## src/rtl/can_destuffer_fd_if.sv

```systemverilog
// Bit-stream link between the bit-timing unit/frame decoder and the destuffer.
interface can_destuffer_fd_if #(
    parameter int unsigned CNT_WIDTH = 3
);
    logic                 samplePoint;
    logic                 samplePointFD;
    logic                 edl;
    logic                 brs;
    logic                 brsStop;
    logic                 canRX;
    logic                 bsOnOff;
    logic                 fixedMode;
    logic                 sofSync;
    logic                 bitValid;
    logic                 bitOut;
    logic                 stuffing;
    logic                 bsError;
    logic                 fixedStuffError;
    logic                 fastPhase;
    logic [CNT_WIDTH-1:0] stuffCount;

    // Upstream side: drives strobes, RX bit and frame context
    modport master (
        output samplePoint, samplePointFD, edl, brs, brsStop, canRX,
               bsOnOff, fixedMode, sofSync,
        input  bitValid, bitOut, stuffing, bsError, fixedStuffError,
               fastPhase, stuffCount
    );

    // Destuffer side
    modport slave (
        input  samplePoint, samplePointFD, edl, brs, brsStop, canRX,
               bsOnOff, fixedMode, sofSync,
        output bitValid, bitOut, stuffing, bsError, fixedStuffError,
               fastPhase, stuffCount
    );
endinterface

```

## src/rtl/can_destuffer_fd.sv

```systemverilog
// CAN / CAN FD receive destuffer: strobe selection, dynamic and fixed
// stuff-bit removal, violation flags and modulo stuff count.
module can_destuffer_fd #(
    parameter int unsigned STUFF_LEN    = 5,
    parameter int unsigned FIXED_PERIOD = 4,
    parameter int unsigned CNT_WIDTH    = 3
) (
    input logic               clk,
    input logic               rst_n,
    can_destuffer_fd_if.slave bus
);
    localparam int unsigned RUN_W = $clog2(STUFF_LEN + 1);
    localparam int unsigned FIX_W = $clog2(FIXED_PERIOD + 1);

    logic [RUN_W-1:0]     run_count, run_next;
    logic                 last_bit, last_next;
    logic [FIX_W-1:0]     fixed_cnt, fixed_cnt_next;
    logic                 fixed_prev, fixed_prev_next;
    logic [CNT_WIDTH-1:0] stuff_count, stuff_count_next;
    logic                 fast_phase, fast_phase_next;
    logic                 bit_valid, bit_valid_next;
    logic                 bit_out, bit_out_next;
    logic                 stuffing, stuffing_next;
    logic                 bs_error, bs_error_next;
    logic                 fixed_error, fixed_error_next;

    logic                 strobe_c;
    logic [RUN_W-1:0]     run_cur;
    logic                 last_cur;
    logic [FIX_W-1:0]     fixed_cnt_cur;
    logic                 fixed_prev_cur;
    logic [CNT_WIDTH-1:0] stuff_cur;

    // Next-state and result decode for the active strobe; SOF reinitialises
    // the tracking state before the SOF bit itself is processed.
    always_comb begin
        strobe_c       = fast_phase ? bus.samplePointFD : bus.samplePoint;
        run_cur        = bus.sofSync ? '0 : run_count;
        last_cur       = bus.sofSync ? 1'b1 : last_bit;
        fixed_cnt_cur  = bus.sofSync ? '0 : fixed_cnt;
        fixed_prev_cur = bus.sofSync ? 1'b0 : fixed_prev;
        stuff_cur      = bus.sofSync ? '0 : stuff_count;

        run_next         = run_cur;
        last_next        = last_cur;
        fixed_cnt_next   = fixed_cnt_cur;
        fixed_prev_next  = fixed_prev_cur;
        stuff_count_next = stuff_cur;
        fast_phase_next  = fast_phase;
        bit_valid_next   = 1'b0;
        bit_out_next     = bit_out;
        stuffing_next    = 1'b0;
        bs_error_next    = 1'b0;
        fixed_error_next = 1'b0;

        if (strobe_c) begin
            last_next       = bus.canRX;
            fixed_prev_next = bus.fixedMode;
            if (bus.fixedMode) begin
                // Fixed region: stuff bit on entry and after every FIXED_PERIOD data bits
                run_next = RUN_W'(1);
                if (!fixed_prev_cur || fixed_cnt_cur == FIX_W'(FIXED_PERIOD)) begin
                    fixed_cnt_next = '0;
                    if (bus.canRX != last_cur) begin
                        stuffing_next = 1'b1;
                    end else begin
                        fixed_error_next = 1'b1;
                    end
                end else begin
                    fixed_cnt_next = fixed_cnt_cur + FIX_W'(1);
                    bit_valid_next = 1'b1;
                    bit_out_next   = bus.canRX;
                end
            end else begin
                fixed_cnt_next = '0;
                if (!bus.bsOnOff) begin
                    run_next       = RUN_W'(1);
                    bit_valid_next = 1'b1;
                    bit_out_next   = bus.canRX;
                end else if (run_cur == RUN_W'(STUFF_LEN)) begin
                    // A stuff bit (or the violating bit) opens a new run
                    run_next = RUN_W'(1);
                    if (bus.canRX != last_cur) begin
                        stuffing_next    = 1'b1;
                        stuff_count_next = stuff_cur + CNT_WIDTH'(1);
                    end else begin
                        bs_error_next = 1'b1;
                    end
                end else begin
                    run_next       = (bus.canRX == last_cur) ? run_cur + RUN_W'(1) : RUN_W'(1);
                    bit_valid_next = 1'b1;
                    bit_out_next   = bus.canRX;
                end
            end
            if (!fast_phase && bus.edl && bus.brs && bus.bsOnOff && !bus.fixedMode) begin
                fast_phase_next = 1'b1;
            end
        end

        if (bus.brsStop || bus.sofSync) begin
            fast_phase_next = 1'b0;
        end
    end

    // State and output registers
    always_ff @(posedge clk or negedge rst_n) begin
        if (!rst_n) begin
            run_count   <= '0;
            last_bit    <= 1'b1;
            fixed_cnt   <= '0;
            fixed_prev  <= 1'b0;
            stuff_count <= '0;
            fast_phase  <= 1'b0;
            bit_valid   <= 1'b0;
            bit_out     <= 1'b0;
            stuffing    <= 1'b0;
            bs_error    <= 1'b0;
            fixed_error <= 1'b0;
        end else begin
            run_count   <= run_next;
            last_bit    <= last_next;
            fixed_cnt   <= fixed_cnt_next;
            fixed_prev  <= fixed_prev_next;
            stuff_count <= stuff_count_next;
            fast_phase  <= fast_phase_next;
            bit_valid   <= bit_valid_next;
            bit_out     <= bit_out_next;
            stuffing    <= stuffing_next;
            bs_error    <= bs_error_next;
            fixed_error <= fixed_error_next;
        end
    end

    assign bus.bitValid        = bit_valid;
    assign bus.bitOut          = bit_out;
    assign bus.stuffing        = stuffing;
    assign bus.bsError         = bs_error;
    assign bus.fixedStuffError = fixed_error;
    assign bus.fastPhase       = fast_phase;
    assign bus.stuffCount      = stuff_count;
endmodule

```

## src/flat_wrapper.sv

```systemverilog
// flat-port wrapper written by rule: the top's interface ports become plain ports
module can_destuffer_fd_flat 
#(
    parameter int unsigned STUFF_LEN    = 5,
    parameter int unsigned FIXED_PERIOD = 4,
    parameter int unsigned CNT_WIDTH    = 3
)
  (clk, rst_n, bus_samplePoint, bus_samplePointFD, bus_edl, bus_brs, bus_brsStop, bus_canRX, bus_bsOnOff, bus_fixedMode, bus_sofSync, bus_bitValid, bus_bitOut, bus_stuffing, bus_bsError, bus_fixedStuffError, bus_fastPhase, bus_stuffCount);
  can_destuffer_fd_if #(.CNT_WIDTH(CNT_WIDTH)) bus_i ();
  input logic clk;
  input logic rst_n;
  input wire logic [$bits(bus_i.samplePoint)-1:0] bus_samplePoint;
  input wire logic [$bits(bus_i.samplePointFD)-1:0] bus_samplePointFD;
  input wire logic [$bits(bus_i.edl)-1:0] bus_edl;
  input wire logic [$bits(bus_i.brs)-1:0] bus_brs;
  input wire logic [$bits(bus_i.brsStop)-1:0] bus_brsStop;
  input wire logic [$bits(bus_i.canRX)-1:0] bus_canRX;
  input wire logic [$bits(bus_i.bsOnOff)-1:0] bus_bsOnOff;
  input wire logic [$bits(bus_i.fixedMode)-1:0] bus_fixedMode;
  input wire logic [$bits(bus_i.sofSync)-1:0] bus_sofSync;
  output wire logic [$bits(bus_i.bitValid)-1:0] bus_bitValid;
  output wire logic [$bits(bus_i.bitOut)-1:0] bus_bitOut;
  output wire logic [$bits(bus_i.stuffing)-1:0] bus_stuffing;
  output wire logic [$bits(bus_i.bsError)-1:0] bus_bsError;
  output wire logic [$bits(bus_i.fixedStuffError)-1:0] bus_fixedStuffError;
  output wire logic [$bits(bus_i.fastPhase)-1:0] bus_fastPhase;
  output wire logic [$bits(bus_i.stuffCount)-1:0] bus_stuffCount;
  assign bus_i.samplePoint = bus_samplePoint;
  assign bus_i.samplePointFD = bus_samplePointFD;
  assign bus_i.edl = bus_edl;
  assign bus_i.brs = bus_brs;
  assign bus_i.brsStop = bus_brsStop;
  assign bus_i.canRX = bus_canRX;
  assign bus_i.bsOnOff = bus_bsOnOff;
  assign bus_i.fixedMode = bus_fixedMode;
  assign bus_i.sofSync = bus_sofSync;
  assign bus_bitValid = bus_i.bitValid;
  assign bus_bitOut = bus_i.bitOut;
  assign bus_stuffing = bus_i.stuffing;
  assign bus_bsError = bus_i.bsError;
  assign bus_fixedStuffError = bus_i.fixedStuffError;
  assign bus_fastPhase = bus_i.fastPhase;
  assign bus_stuffCount = bus_i.stuffCount;
  can_destuffer_fd #(.STUFF_LEN(STUFF_LEN), .FIXED_PERIOD(FIXED_PERIOD), .CNT_WIDTH(CNT_WIDTH)) u_core (.clk(clk), .rst_n(rst_n), .bus(bus_i));
endmodule
```

## config.mk

```make
export PLATFORM = sky130hd
export DESIGN_NAME = can_destuffer_fd_flat
export DESIGN_NICKNAME = d
export VERILOG_FILES = /design/src/rtl/can_destuffer_fd_if.sv /design/src/rtl/can_destuffer_fd.sv /design/src/flat_wrapper.sv
export SDC_FILE = /design/constraint.sdc
export NUM_CORES = 1
export LEC_CHECK = 0
export CAP_MARGIN = 20
export CORE_UTILIZATION = 45
export DETAILED_ROUTE_END_ITERATION = 7
export PLACE_DENSITY = 0.73
export SYNTH_ARGS = -nofsm -noshare
export SYNTH_HDL_FRONTEND = slang
export SYNTH_SLANG_ARGS = --single-unit
```

## constraint.sdc

```tcl
create_clock -name clk -period 2.9 [get_ports clk]
set_input_delay 0.435 -clock clk [delete_from_list [all_inputs] [get_ports clk]]
set_output_delay 0.435 -clock clk [all_outputs]
set_load 0.01 [all_outputs]
```

==> summary.txt <==
1st-iter DRT viols: 10
Fin. max-slew vios: 0
RSZ-0062 raised after global routing: false
Maximum clock path buffer count: 2
Hold-fix buffers, CTS: 0
Core area: 1780 µm²
CP max stage cell: clkdlybuf4s50_1
Via count: 672
FP Rows: 15
Syn Area/Cell: 10.8 µm²
Worst setup SP type: input pin
Area Growth Syn to Fin: 29.0%
Commonest non-fill, non-tap cells in the layout: 19 x clkdlybuf4s50_1, 16 x dfrtp_1, 9 x nand2_1
Final GP Congestion: 0.703
Final antenna-violating net count: 0
PostCTS Resize Cnt: 0
CP max stage delay: 0.42 ns
Die H: 46.3 µm
Drt first pass iters: 4
Leakage power total: 0.000492 µW
Crit path DAT: 2.24 ns
Inserted Clock Buffers: 3
FMAX: 488 MHz
Most common cell after layout, fill and taps aside: clkdlybuf4s50_1
Top-level I/O count: 20
Initial Util: 49.5%
Layout cell share with drive strength beyond 1: 17.1%
Drt wl/cell: 12.8 µm
Clock latency on the worst-skew pair: 0.30 ns
Initial antenna violation count: 0
Tmin final: 2.05 ns
Largest net degree at the start of global routing: 18
Worst slew pin tran: 0.757 ns
Drt total wl: 1670 µm
Worst slew margin: 49.4%
Vias per inst: 5.17
H-Tree Depth: 1
Critical path type: input pin to flip-flop
Synth Cell Area: 883 µm²
Pre-CTS setup slack: 0.549 ns
Vias in the first global route: 659
DRC violations left: 0
Global Route Usage Sum: 18.7%
Worst-path clk slew: 0.10 ns
Placed cells: 126
Die area: 2140 µm²
Antenna diode count: 0
Distinct cell type count after synthesis: 34
Root Buffer: clkbuf_4
MaxCap Viol Count: 0
# nets final: 120
TritonCTS clock tree: done
Critical path cell sequence: clkdlybuf4s50_1, nand2b_1, ha_1, and2_1, o21ai_0, and3_1, mux2_2
Final WS setup: 0.851 ns
Top fanout value on the critical path: 3
Async set or reset register ratio after synthesis: 100%
Fin cells: 130
Hold Fails Final Rpt: 0
Die W: 46.3 µm
Endpoints failing setup: 0
Port bufs: 19
Syn nets: 96
Post-CTS setup buffers: 0
#FFs+latches synth: 17
Largest delay share family, worst path: simple AND/OR/NAND/NOR gates
Power Dens Cells: 397 nW/µm²
Setup crit end kind: flip-flop
HPWL after DPL: 1270 µm
Seq/Total Area, Yosys: 48.3%
Gr ovfl total: 0
Post-synth EDFFs: 0
Global-route wire length before repair: 2780 µm
R2r setup slk: 1.14 ns
Final setup TNS: 0 ns
Peak VDD IR: 325 µV
Worst Path Required: 3.09 ns
Yosys warning total: 0
Final period util: 70.7%
TritonCTS Sinks: 17
Clock skew: 0.000419 ns
Worst Hold Class: flip-flop to flip-flop
Critical path buffers and inverters: 1
Cells after synthesis: 82
Status: completed
Main synth FF type: dfrtp_1
-- cell usage after synthesis, types with 2 or more instances --
cell | instances | area share (%)
nand2_1 | 9 | 3.8
o21ai_0 | 3 | 1.7
inv_1 | 3 | 1.3
clkbuf_1 | 2 | 0.85
dfrtp_1 | 16 | 45
mux2_2 | 3 | 3.8
nor2b_1 | 4 | 2.8
nor3_1 | 4 | 2.3
and2_1 | 2 | 1.4
o22ai_1 | 3 | 2.1
nand2b_1 | 7 | 5.0
ha_1 | 3 | 4.2
xor2_1 | 2 | 2.0
-- report_power, final --
group | switching, µW | total, µW | internal [µW]
logic | 32.9 | 69.2 | 36.3
registers | 5.08 | 252 | 247
clock network | 80.5 | 132 | 51.4
-- layer usage --
metal	vias up	routed length, µm	part of all wire [%]	global-route usage, %
met5	-	0	0	0
met4	0	23	1.4	8.82
met3	4	41	2.5	3.53
met2	13	765	46	26.9
met1	322	838	50	26.5
li1	333	-	-	-
-- cell type report --
type                       instances  area [µm²]
timing repair buffer              21         205
clock inverter                     1        5.00
sequential                        17         427
clock buffer                       3        22.5
multi-input combinational         60         438
inverter                           3        11.3
fill                             143         643
tap                               25        31.3
-- stage by stage --
stage	power, µW	instance area, µm²	hold slack [ns]	utilization, %
detailed placement	326	1110	0.451	62.4
global placement	325	1110	0.439	62.4
CTS	459	1140	0.466	63.9
floorplan	288	883	0.139	-
finish	453	1140	0.467	63.9
global route	475	1140	0.495	63.9
-- sequential cells by signal, summed over array words and instances (netlist names) --
name / cells
u_core.bus.stuffCount: 3
u_core.fixed_cnt: 3
u_core.run_count: 3
u_core.bus.bitOut: 1
u_core.bus.bitValid: 1
u_core.bus.bsError: 1
u_core.bus.fastPhase: 1
u_core.bus.fixedStuffError: 1
u_core.bus.stuffing: 1
u_core.fixed_prev: 1
u_core.last_bit: 1
-- cell families (layout without fill, tap and decap cells) --
| kind of cell | Yosys count | after routing | share of synthesized area (%) |
|---|---|---|---|
| xor+xnor | 3 | 3 | 2.98 |
| mux | 4 | 4 | 4.96 |
| fa+ha+maj | 3 | 3 | 4.25 |
| simple gates | 36 | 36 | 24.4 |
| flops | 17 | 17 | 48.3 |
| compound gates | 14 | 14 | 13.0 |
| buf+inv | 5 | 28 | 2.12 |
-- worst paths after layout --
check	start	end	cells after the start
worst max-delay path	bus_sofSync	u_core.bus.bitOut$_DFFE_PN0P_	7
worst min-delay path	u_core.fixed_cnt[0]$_DFF_PN0_	u_core.fixed_cnt[0]$_DFF_PN0_	1
worst max register to register	u_core.fixed_cnt[0]$_DFF_PN0_	u_core.bus.bitOut$_DFFE_PN0P_	6
worst min register to register	u_core.fixed_cnt[0]$_DFF_PN0_	u_core.fixed_cnt[0]$_DFF_PN0_	1
max in group asynchronous	rst_n	u_core.bus.stuffCount[2]$_DFF_PN0_	1
min in group asynchronous	rst_n	u_core.fixed_cnt[2]$_DFF_PN0_	1
Power figures use the tool's default switching activity.
